File: config.mk
export PLATFORM = sky130hd
export DESIGN_NAME = router_in_fifo
export DESIGN_NICKNAME = d
export VERILOG_FILES = /design/src/rtl/router_pkg.sv /design/src/rtl/router_fifo_mem.sv /design/src/rtl/router_in_fifo.sv
export SDC_FILE = /design/constraint.sdc
export NUM_CORES = 1
export LEC_CHECK = 0
export CORE_AREA = 10 10 195 197
export DETAILED_ROUTE_END_ITERATION = 8
export DIE_AREA = 0 0 205 207
export GPL_ROUTABILITY_DRIVEN = 0
export GPL_TIMING_DRIVEN = 0
export PLACE_DENSITY = 0.61
export REMOVE_ABC_BUFFERS = 1
export SYNTH_ARGS = -nofsm -noshare
export SYNTH_HDL_FRONTEND = slang
export SYNTH_SLANG_ARGS = --single-unit
File: constraint.sdc
create_clock -name clk -period 6.2 [get_ports clk]
set_input_delay 1.86 -clock clk [delete_from_list [all_inputs] [get_ports clk]]
set_output_delay 1.86 -clock clk [all_outputs]
set_load 0.03 [all_outputs]
File: src/rtl/router_pkg.sv
// Shared router definitions: default datapath sizes and a constant-evaluable
// log2 helper used to derive pointer widths.
package router_pkg;

    localparam int unsigned ROUTER_WIDTH_DEF      = 32;
    localparam int unsigned ROUTER_FIFO_DEPTH_DEF = 8;

    // Ceiling log2; returns 0 for values 0 and 1.
    function automatic int unsigned clog2(input int unsigned value);
        int unsigned result;
        result = 0;
        for (int unsigned i = 0; i < 32; i++) begin
            if ((64'd1 << i) < 64'(value)) begin
                result = i + 1;
            end
        end
        return result;
    endfunction

endpackage

File: src/rtl/router_fifo_mem.sv
// DEPTH x WIDTH flop storage for the router input FIFO.
// Ports:
//   clk, reset  - clock; synchronous active-high reset (clears rd_data only)
//   wr_en       - write strobe, stores wr_data at wr_addr on the clock edge
//   wr_addr     - write address
//   wr_data     - write data
//   rd_en       - read strobe, loads rd_data from rd_addr on the clock edge
//   rd_addr     - read address
//   rd_data     - registered read data, holds when rd_en is low
module router_fifo_mem #(
    parameter int unsigned WIDTH  = 32,
    parameter int unsigned DEPTH  = 8,
    parameter int unsigned ADDR_W = 3
) (
    input  logic              clk,
    input  logic              reset,
    input  logic              wr_en,
    input  logic [ADDR_W-1:0] wr_addr,
    input  logic [WIDTH-1:0]  wr_data,
    input  logic              rd_en,
    input  logic [ADDR_W-1:0] rd_addr,
    output logic [WIDTH-1:0]  rd_data
);

    // Storage is deliberately left out of reset; contents are only
    // meaningful between the FIFO pointers.
    logic [WIDTH-1:0] mem [DEPTH];

    always_ff @(posedge clk) begin
        if (wr_en) begin
            mem[wr_addr] <= wr_data;
        end
    end

    always_ff @(posedge clk) begin
        if (reset) begin
            rd_data <= '0;
        end else if (rd_en) begin
            rd_data <= mem[rd_addr];
        end
    end

endmodule

File: src/rtl/router_in_fifo.sv
// Per-client input FIFO in front of the router controller. Sources write over
// a valid/ready handshake; the controller reads with pop and sees the word on
// data_out one clock later. All outputs come from registered state only.
// Ports:
//   clk, reset  - clock; synchronous active-high reset
//   in_valid    - source has a word on in_data
//   in_ready    - FIFO can accept a word this cycle (not full)
//   in_data     - source write data
//   pop         - read strobe from the router controller
//   empty       - no entries stored
//   data_out    - read data, valid the cycle after an accepted pop
//   almost_full - occupancy >= AFULL_LVL
//   count       - occupancy, 0..DEPTH
//   underflow   - sticky: pop seen while empty
//   overflow    - sticky: in_valid held while full
module router_in_fifo
    import router_pkg::*;
#(
    parameter int unsigned WIDTH     = ROUTER_WIDTH_DEF,
    parameter int unsigned DEPTH     = ROUTER_FIFO_DEPTH_DEF,
    parameter int unsigned AFULL_LVL = DEPTH - 2,
    parameter int unsigned ADDR_W    = clog2(DEPTH)
) (
    input  logic              clk,
    input  logic              reset,
    input  logic              in_valid,
    output logic              in_ready,
    input  logic [WIDTH-1:0]  in_data,
    input  logic              pop,
    output logic              empty,
    output logic [WIDTH-1:0]  data_out,
    output logic              almost_full,
    output logic [ADDR_W:0]   count,
    output logic              underflow,
    output logic              overflow
);

    localparam logic [ADDR_W:0] PTR_ONE   = (ADDR_W + 1)'(1);
    localparam logic [ADDR_W:0] AFULL_CNT = (ADDR_W + 1)'(AFULL_LVL);

    // Pointers carry one extra wrap bit so full and empty are distinguishable.
    logic [ADDR_W:0] wr_ptr_q, wr_ptr_d;
    logic [ADDR_W:0] rd_ptr_q, rd_ptr_d;
    logic [ADDR_W:0] count_d;
    logic            almost_full_q;
    logic            underflow_q;
    logic            overflow_q;
    logic            full;
    logic            push_acc;
    logic            pop_acc;

    assign empty = (wr_ptr_q == rd_ptr_q);
    assign full  = (wr_ptr_q[ADDR_W-1:0] == rd_ptr_q[ADDR_W-1:0]) &&
                   (wr_ptr_q[ADDR_W] != rd_ptr_q[ADDR_W]);

    assign in_ready = !full;
    assign push_acc = in_valid && !full;
    assign pop_acc  = pop && !empty;

    always_comb begin
        wr_ptr_d = wr_ptr_q;
        rd_ptr_d = rd_ptr_q;
        if (push_acc) begin
            wr_ptr_d = wr_ptr_q + PTR_ONE;
        end
        if (pop_acc) begin
            rd_ptr_d = rd_ptr_q + PTR_ONE;
        end
        count_d = wr_ptr_d - rd_ptr_d;
    end

    always_ff @(posedge clk) begin
        if (reset) begin
            wr_ptr_q      <= '0;
            rd_ptr_q      <= '0;
            almost_full_q <= 1'b0;
            underflow_q   <= 1'b0;
            overflow_q    <= 1'b0;
        end else begin
            wr_ptr_q      <= wr_ptr_d;
            rd_ptr_q      <= rd_ptr_d;
            almost_full_q <= (count_d >= AFULL_CNT);
            underflow_q   <= underflow_q | (pop && empty);
            overflow_q    <= overflow_q | (in_valid && full);
        end
    end

    assign count       = wr_ptr_q - rd_ptr_q;
    assign almost_full = almost_full_q;
    assign underflow   = underflow_q;
    assign overflow    = overflow_q;

    // Read port is registered inside the memory, giving the 1-clock pop latency.
    // A word written this cycle cannot be read this cycle since empty and the
    // read address come from the pre-edge pointers.
    router_fifo_mem #(
        .WIDTH  (WIDTH),
        .DEPTH  (DEPTH),
        .ADDR_W (ADDR_W)
    ) u_mem (
        .clk     (clk),
        .reset   (reset),
        .wr_en   (push_acc),
        .wr_addr (wr_ptr_q[ADDR_W-1:0]),
        .wr_data (in_data),
        .rd_en   (pop_acc),
        .rd_addr (rd_ptr_q[ADDR_W-1:0]),
        .rd_data (data_out)
    );

endmodule

# ---- Word level (Yosys, flattened, before mapping)
# Memories as Yosys holds them, arrays and structs flattened. A register that Yosys moved wholly into a read port is not among the register bits.
# Cells that the tools add are included.
dict set report word_totals {
  register_bits 11
  inputBits 36
  n_memories 1
  ramBits 256
}
dict set report op_classes {
  muxes 4
  addsub 4
  magnitude_cmp 1
  reduce_logical 7
  n_bitwise 2
  n_eq_ne 3
}
# memory depth word_bits rd rd_ports_with_merged_regs write_ports line_no
set mem_list {}
lappend mem_list {u_mem.mem 8 32 1 1 1 router_fifo_mem.sv:27} ;# logic [WIDTH-1:0] mem [DEPTH];
# operator count
set op_table {}
lappend op_table {{adder 4 x 1 -> 4 bit (second input constant)} 2}
lappend op_table {{2-to-1 mux 4 bit} 2}
lappend op_table {{subtractor 4 bit} 2}
lappend op_table {{logical AND 1 bit} 5}
lappend op_table {{equality test 4 bit} 1}
lappend op_table {{>= comparator 4 x 3 -> 1 bit (second input constant)} 1}
lappend op_table {{equality test 3 bit} 1}
lappend op_table {{logical NOT 1 bit} 2}
lappend op_table {{2-to-1 mux 1 bit} 2}
lappend op_table {{OR 1 bit} 2}
lappend op_table {{!= test 1 bit} 1}

# ---- Longest topological paths before layout
# Gate-level depths: netlist of run 1.
dict set report depth {
  depth_word 7
  ltp_mapped 15
  depth_no_buf 12
}

# ---- Hierarchy
# Synthesis of run 1 repeated with hierarchy kept, for this count alone.
dict set report unflattened {
  cells_unflattened 676
  hier_area_um2 11668.7
}
# mod area_each_um2 n_inst seq_area_each_um2 cells_each
set modules_own_cells {}
lappend modules_own_cells {router_fifo_mem 10958.0 1 8328.0 598}
lappend modules_own_cells {router_in_fifo 710.7 1 220.2 78}

# ---- Least setup slack after synthesis of run 1
# Ideal clock, no wire load.
dict set report synth_timing {
  kind {register to register}
  from {reg with a tool-made name}
  to {mem u_mem.mem[0][0], enable pin}
  required_time_ns 5.699
  path_stages_with_launch 10
  path_slack_ns 0.531
  t_arrival_ns 5.167
  period_less_slack_ns 5.669
  path_buffers 3
  cell_sequence {dfxtp_1 -> clkbuf_1 -> clkbuf_1 -> inv_1 -> ha_1 -> and3_1 -> clkbuf_2 -> nand2_1 -> nand2_1 -> nor4_1}
}
# element line_no
set synth_rtl {}
lappend synth_rtl {{end: declaration} router_fifo_mem.sv:27}

# ---- Final worst setup path of run 1
dict set report layout_timing {
  from {reg rd_ptr_q[2]}
  to {out empty}
}
dict set report layout_between {
  elab_chain_len 1
}
# element line_no
set layout_rtl {}
lappend layout_rtl {{start: declaration} router_in_fifo.sv:43} ;# logic [ADDR_W:0] rd_ptr_q, rd_ptr_d;
lappend layout_rtl {{start signal: assignment} router_in_fifo.sv:81} ;# rd_ptr_q <= rd_ptr_d;
lappend layout_rtl {{equality test 4 bit} router_in_fifo.sv:52} ;# assign empty = (wr_ptr_q == rd_ptr_q);
lappend layout_rtl {{end: declaration} router_in_fifo.sv:30} ;# output logic empty,
# No other way between the ends.

==> results of run 1 <==
## registers in the layout, summed over array words and instances, names as in the netlist, named ones only
name and flops:
almost_full 1, overflow 1, rd_ptr_q 3, u_mem.mem 256, u_mem.rd_data 32, underflow 1
wr_ptr_q 4
## worst min-delay path by stage
stage	end	slack [ns]	cells after the start
2_1_floorplan	wr_ptr_q[3]$_SDFF_PP0_	0.56	2
3_3_place_gp	underflow$_SDFF_PP0_	0.46	2
3_5_place_dp	underflow$_SDFF_PP0_	0.46	2
4_1_cts	underflow$_SDFF_PP0_	0.47	2
5_1_grt	underflow$_SDFF_PP0_	0.51	2
6_report	underflow$_SDFF_PP0_	0.47	2
## cell usage in the layout, fill, tap and decap left out, types with 6 or more instances in the layout
cell / netlist / final
edfxtp_1: 256 / 256
clkdlybuf4s50_1: 0 / 75
a21oi_1: 69 / 69
mux2i_1: 65 / 65
mux2_2: 64 / 64
nor2_1: 42 / 40
dfxtp_1: 43 / 40
o21ai_0: 33 / 33
a22oi_1: 32 / 32
a311oi_1: 32 / 32
clkbuf_16: 0 / 31
buf_4: 8 / 12
clkbuf_1: 21 / 11
xnor2_1: 8 / 8
inv_1: 8 / 8
ha_1: 8 / 8
buf_6: 0 / 7
nand2_1: 6 / 6
clkinv_2: 0 / 6
buf_16: 0 / 6
## worst max-delay path, delay by kind of cell (launching register included)
kind,cells,cell delay (ns)
buf+inv,3,1.53
flops,1,0.70
fa+ha+maj,1,0.62
simple gates,2,0.59
## synth_stat cells (3+ instances only)
cell type / count / area, um2
mux2i_1: 65 / 651
buf_2: 13 / 65.1
a311oi_1: 32 / 280
clkbuf_1: 21 / 78.8
dfxtp_1: 43 / 861
a21oi_1: 69 / 345
a22oi_1: 32 / 240
nor3_1: 3 / 15.0
mux2_2: 64 / 721
xnor2_1: 8 / 70.1
buf_4: 8 / 60.1
inv_1: 8 / 30.0
ha_1: 8 / 100
o21ai_0: 33 / 165
xor2_1: 3 / 26.3
nor2b_1: 3 / 18.8
edfxtp_1: 256 / 7690
nand2_1: 6 / 22.5
nor2_1: 42 / 158
## cell type report
class / count / area [um2]
Antenna cell: 1 / 2.50
Sequential cell: 299 / 8560
Multi-Input combinational cell: 385 / 3030
Inverter: 9 / 35.0
Clock inverter: 13 / 144
Fill cell: 3060 / 19700
Timing Repair Buffer: 109 / 1230
Tap cell: 455 / 569
Clock buffer: 45 / 858
## logic make-up (layout without fill, tap and decap cells)
group / after synthesis / count (layout) / synth area share
muxes: 129 / 129 / 0.116
xor gates and xnor gates: 12 / 12 / 0.0101
AOI/OAI and AO/OA: 171 / 171 / 0.0910
DFF: 299 / 299 / 0.724
and+or+nand+nor: 63 / 63 / 0.0227
buffers and inverters: 55 / 176 / 0.0240
adders and majority gates: 10 / 10 / 0.0119
other: 0 / 1 / 0
## layer usage
metal	wire (um)	vias to the layer above	GRT usage
met5	9	-	0
met4	443	2	0.0255
met3	1590	41	0.0257
met2	11800	147	0.180
met1	12000	3273	0.165
li1	-	3087	-
## report_power, final
part	switching (mW)	leakage [nW]	total, mW	internal, mW
Sequential	0.0845	2.68	2.37	2.28
Clock	0.728	0.492	1.81	1.08
Combinational	0.509	1.53	0.950	0.441
Total	1.32	4.70	5.13	3.81
## stage by stage
stage,hold WS (ns),util
floorplan,0.563,-
global placement,0.455,0.378
detailed placement,0.464,0.394
CTS,0.474,0.423
global route,0.512,0.423
finish,0.475,0.423
==> flow_summary.json, run 1 <==
{
  "ioPinCount": 77,
  "p_leak_nw": 4.70,
  "grt_antenna_before_repair": 2,
  "hpwl_um": 16400,
  "slowest_stage": "dfxtp_2",
  "setup_viol": 0,
  "path_class": "reg -> out",
  "power.density_nw_per_um2": 355,
  "final_max_slew_viol_count": 0,
  "core_um2": 34100,
  "power_mw": 5.13,
  "period_needed_ns": 5.87,
  "cts_buffers": 31,
  "pre_cts_ws_ns": 0.864,
  "cp_max_fo": 34,
  "reg2reg_to": "almost_full$_SDFF_PP0_",
  "root_buffer": "clkbuf_16",
  "clk_path_buf_depth": 3,
  "drv_cap": 0,
  "grt_setup_unrepaired": "false",
  "yosysSeqAreaShare": 0.724,
  "slew_headroom": 0.300,
  "dp.cells": 1257,
  "status": "finished, final reports clean",
  "routed_wirelength_um": 25800,
  "clock_sinks": 299,
  "insertion_delay_ns": 0.55,
  "tightest_slew_ns": 1.04,
  "drtIter0Drc": 352,
  "clkTransAtPathRegs_ns": 0.06,
  "hold_buffers": 0,
  "synth_cell_types": 35,
  "nNetsFinal": 881,
  "hold_start": "underflow$_SDFF_PP0_",
  "critPathRequiredTime_ns": 4.34,
  "final_cells": 1316,
  "vias": 6550,
  "worst_slack_ns": 0.330,
  "wl_per_cell_um": 19.6,
  "io_buffers": 76,
  "ant_nets": 0,
  "critPathCapture": "empty",
  "areaGrowthSynthToFinish_pct": 22.3,
  "die-height_um": 207,
  "grt_overflow": 0,
  "synthesis.area_um2": 11800,
  "period_share": 0.947,
  "num_rows": 68,
  "die_w_um": 205,
  "cts_tree": "built",
  "crit_chain": "buf_16 > clkinv_2 > ha_1 > and3_1 > and2_1 > clkdlybuf4s50_1",
  "synthFlopType": "edfxtp_1",
  "drive_gt1_frac": 0.181,
  "ys_ff_latch": 299,
  "hold_path_class": "reg -> reg",
  "cts.htree.levels": 1,
  "synth_edf_count": 256,
  "grt_usage": 0.117,
  "irDropWorstVdd_v": 0.000208,
  "ff2ff_path_depth": 13,
  "grt_pass1_wl_um": 39100,
  "drcViolationCount": 0,
  "ys_async_sr_fraction": 0,
  "start_util": 0.346,
  "setup_tns_ns": 0,
  "firstDrtPassIters": 4,
  "place_area_um2": 13400,
  "cts_resized": 0,
  "cts_setup_buffers": 0,
  "fin_worst_skew_ns": 0.0179,
  "timing.rr.start": "rd_ptr_q[2]$_SDFF_PP0_",
  "vias_per_cell": 4.98,
  "hold_viol_final": 0,
  "timing.fmax_mhz": 170,
  "synthCells": 739,
  "avgSynthCellArea_um2": 16.0,
  "final_area_um2": 14400,
  "max_stage_delay_ns": 0.70,
  "startpoint_type": "flop",
  "cp_data_arrival_time_ns": 4.01,
  "cp-end-kind": "output pin",
  "grt_pass1_vias": 6325,
  "regToRegSetupSlack_ns": 1.55,
  "design.die.area_um2": 42400,
  "yosys_warnings": 0,
  "grt_max_degree": 53,
  "crit_start": "rd_ptr_q[2]$_SDFF_PP0_"
}
No activity file was read; power rests on OpenSTA's default activity.
==> run 2, diff against run 1 <==
--- a/config.mk
+++ b/config.mk
@@ -12,6 +12,7 @@
 export GPL_TIMING_DRIVEN = 0
 export PLACE_DENSITY = 0.61
 export REMOVE_ABC_BUFFERS = 1
+export SETUP_SLACK_MARGIN = 0.1
 export SYNTH_ARGS = -nofsm -noshare
 export SYNTH_HDL_FRONTEND = slang
 export SYNTH_SLANG_ARGS = --single-unit
==> results of run 2 <==
The final DEF is identical to that of run 1; final timing and power are the same.
==> run 3, diff against run 2 <==
--- a/config.mk
+++ b/config.mk
@@ -5,12 +5,13 @@
 export SDC_FILE = /design/constraint.sdc
 export NUM_CORES = 1
 export LEC_CHECK = 0
+export ABC_CLOCK_PERIOD_IN_PS = 6200
 export CORE_AREA = 10 10 195 197
 export DETAILED_ROUTE_END_ITERATION = 8
 export DIE_AREA = 0 0 205 207
 export GPL_ROUTABILITY_DRIVEN = 0
 export GPL_TIMING_DRIVEN = 0
-export PLACE_DENSITY = 0.61
+export PLACE_DENSITY_LB_ADDON = 0.3
 export REMOVE_ABC_BUFFERS = 1
 export SETUP_SLACK_MARGIN = 0.1
 export SYNTH_ARGS = -nofsm -noshare
==> flow_summary.json, run 3 (synthesis results as in run 1) <==
{
  "status": "finished, final reports clean",
  "setup_viol": 0,
  "cp-end-kind": "output pin",
  "largest_register_ffs": 256,
  "design.die.area_um2": 42400,
  "drv_cap": 0,
  "ioPinCount": 77,
  "power.density_nw_per_um2": 359,
  "cp_num_cells": 6,
  "drtIter0Drc": 401,
  "grt_setup_unrepaired": "false",
  "wl_per_cell_um": 20.2,
  "slew_headroom": 0.383,
  "grt_antenna_before_repair": 3,
  "root_buffer": "clkbuf_16",
  "ant_nets": 0,
  "max_stage_delay_ns": 0.68,
  "grt_usage": 0.123,
  "routed_wirelength_um": 26700,
  "p_leak_nw": 4.74,
  "final_common_cell": "edfxtp_1",
  "timing.rr.start": "rd_ptr_q[2]$_SDFF_PP0_",
  "hold_buffers": 0,
  "drcViolationCount": 0,
  "grt_pass1_vias": 6692,
  "grt_pass1_wl_um": 40400,
  "whs_ns": 0.469,
  "p_int_mw": 3.84,
  "nNetsFinal": 886,
  "hold_start": "underflow$_SDFF_PP0_",
  "cp_max_fo": 34,
  "largestRegisters": "u_mem.mem x256, u_mem.rd_data x32, wr_ptr_q x4",
  "die_w_um": 205,
  "hold_path_depth": 2,
  "slowest_stage": "clkdlybuf4s50_1",
  "irDropWorstVdd_v": 0.000188,
  "fin_worst_skew_ns": 0.0190,
  "cts_tree": "built",
  "place_area_um2": 13400,
  "final_util": 0.425,
  "p_seq_frac": 0.458,
  "startpoint_type": "flop",
  "vias_per_cell": 4.98,
  "pwr-share-clk": 0.362,
  "worst-path-buf-inv": 3,
  "period_share": 0.921,
  "clk_path_buf_depth": 3,
  "power.switching_mw": 1.35,
  "grt_overflow": 0,
  "final_area_um2": 14500,
  "clock_sinks": 299,
  "cts_setup_buffers": 0,
  "tightest_slew_ns": 0.923,
  "areaGrowthSynthToFinish_pct": 22.7,
  "top_register": "u_mem.mem",
  "cts_resized": 0,
  "period_needed_ns": 5.71,
  "critPathRequiredTime_ns": 4.34,
  "path_class": "reg -> out",
  "io_buffers": 76,
  "fill_cells": 3020,
  "drive_gt1_frac": 0.188,
  "hpwl_um": 16700,
  "grt_max_degree": 67,
  "insertion_delay_ns": 0.51,
  "crit_chain": "buf_12 > clkinv_2 > ha_1 > and3_1 > and2_1 > clkdlybuf4s50_1",
  "crit_start": "rd_ptr_q[2]$_SDFF_PP0_",
  "die-height_um": 207,
  "cts_buffers": 34,
  "cpLargestDelayFamily": "buffers and inverters",
  "final_cell_mix": "edfxtp_1, clkdlybuf4s50_1, a21oi_1",
  "vias": 6570,
  "final_max_slew_viol_count": 0,
  "core_um2": 34100,
  "ff2ff_path_depth": 14,
  "cts.htree.levels": 2,
  "comb_power_share": 0.180,
  "sw_frac_of_total": 0.260,
  "num_rows": 68,
  "timing.fmax_mhz": 175,
  "firstDrtPassIters": 4,
  "clkTransAtPathRegs_ns": 0.06,
  "cp_data_arrival_time_ns": 3.85,
  "start_util": 0.346,
  "hold_viol_final": 0,
  "hold_path_class": "reg -> reg"
}
[run 3: cell types whose count changed in the layout (fill, tap and decap cells not counted), moves of 2 or more]
cell and delta:
bufinv_16 -2, buf_6 +4, clkbuf_16 +4, clkbuf_1 -2
[run 3: final timing paths]
path	endpoint	slack, ns
worst min-delay path	underflow$_SDFF_PP0_	0.47
worst min register to register	underflow$_SDFF_PP0_	0.47
worst max register to register	almost_full$_SDFF_PP0_	1.39
worst max-delay path	empty	0.49
[run 3: power groups by stage]
stage | Combinational [mW] | Sequential, mW | Clock, mW
2_1_floorplan | 0.494 | 2.55 | 0
3_3_place_gp | 0.916 | 2.51 | 0
3_5_place_dp | 0.948 | 2.42 | 0
4_1_cts | 0.953 | 2.38 | 1.92
5_1_grt | 1.01 | 2.39 | 2.01
6_report | 0.937 | 2.38 | 1.88
[run 3: worst register-to-register path, stage by stage (launching register included)]
cell and delay (ns):
dfxtp_2 0.55, buf_12 0.26, clkinv_2 0.63, ha_1 0.60, and3_1 0.31, a21boi_4 0.56
buf_16 0.26, buf_12 0.21, nand2_1 0.09, xnor2_1 0.14, ha_1 0.36, nand2_1 0.05
o21ai_0 0.29, xnor3_1 0.28, a21oi_1 0.16
[run 3: routing by layer]
layer	vias up	global-route usage	wire [um]
met5	-	0	23
met4	4	0.0356	514
li1	3088	-	-
met3	44	0.0286	1320
met2	136	0.195	12500
met1	3298	0.164	12300
[run 3: layout make-up]
type | instances | area, um2 | share of cell area
Antenna cell | 1 | 2.50 | 0.000173
Clock buffer | 48 | 965 | 0.0666
Clock inverter | 11 | 85.1 | 0.00587
Inverter | 9 | 35.0 | 0.00242
Multi-Input combinational cell | 385 | 3030 | 0.209
Sequential cell | 299 | 8560 | 0.591
Tap cell | 455 | 569 | 0.0393
Timing Repair Buffer | 111 | 1240 | 0.0859
[run 3: metrics by stage]
stage / instances / worst slack, ns / total power [mW] / TNS [ns]
after floorplan: 693 / -2.57 / 3.05 / -386.44
after global placement: 1224 / -8.45 / 3.43 / -1628.08
after detailed placement: 1259 / 0.964 / 3.37 / 0
after CTS: 1318 / 0.414 / 5.26 / 0
after global routing: 1318 / 0.299 / 5.41 / 0
final: 1319 / 0.488 / 5.20 / 0
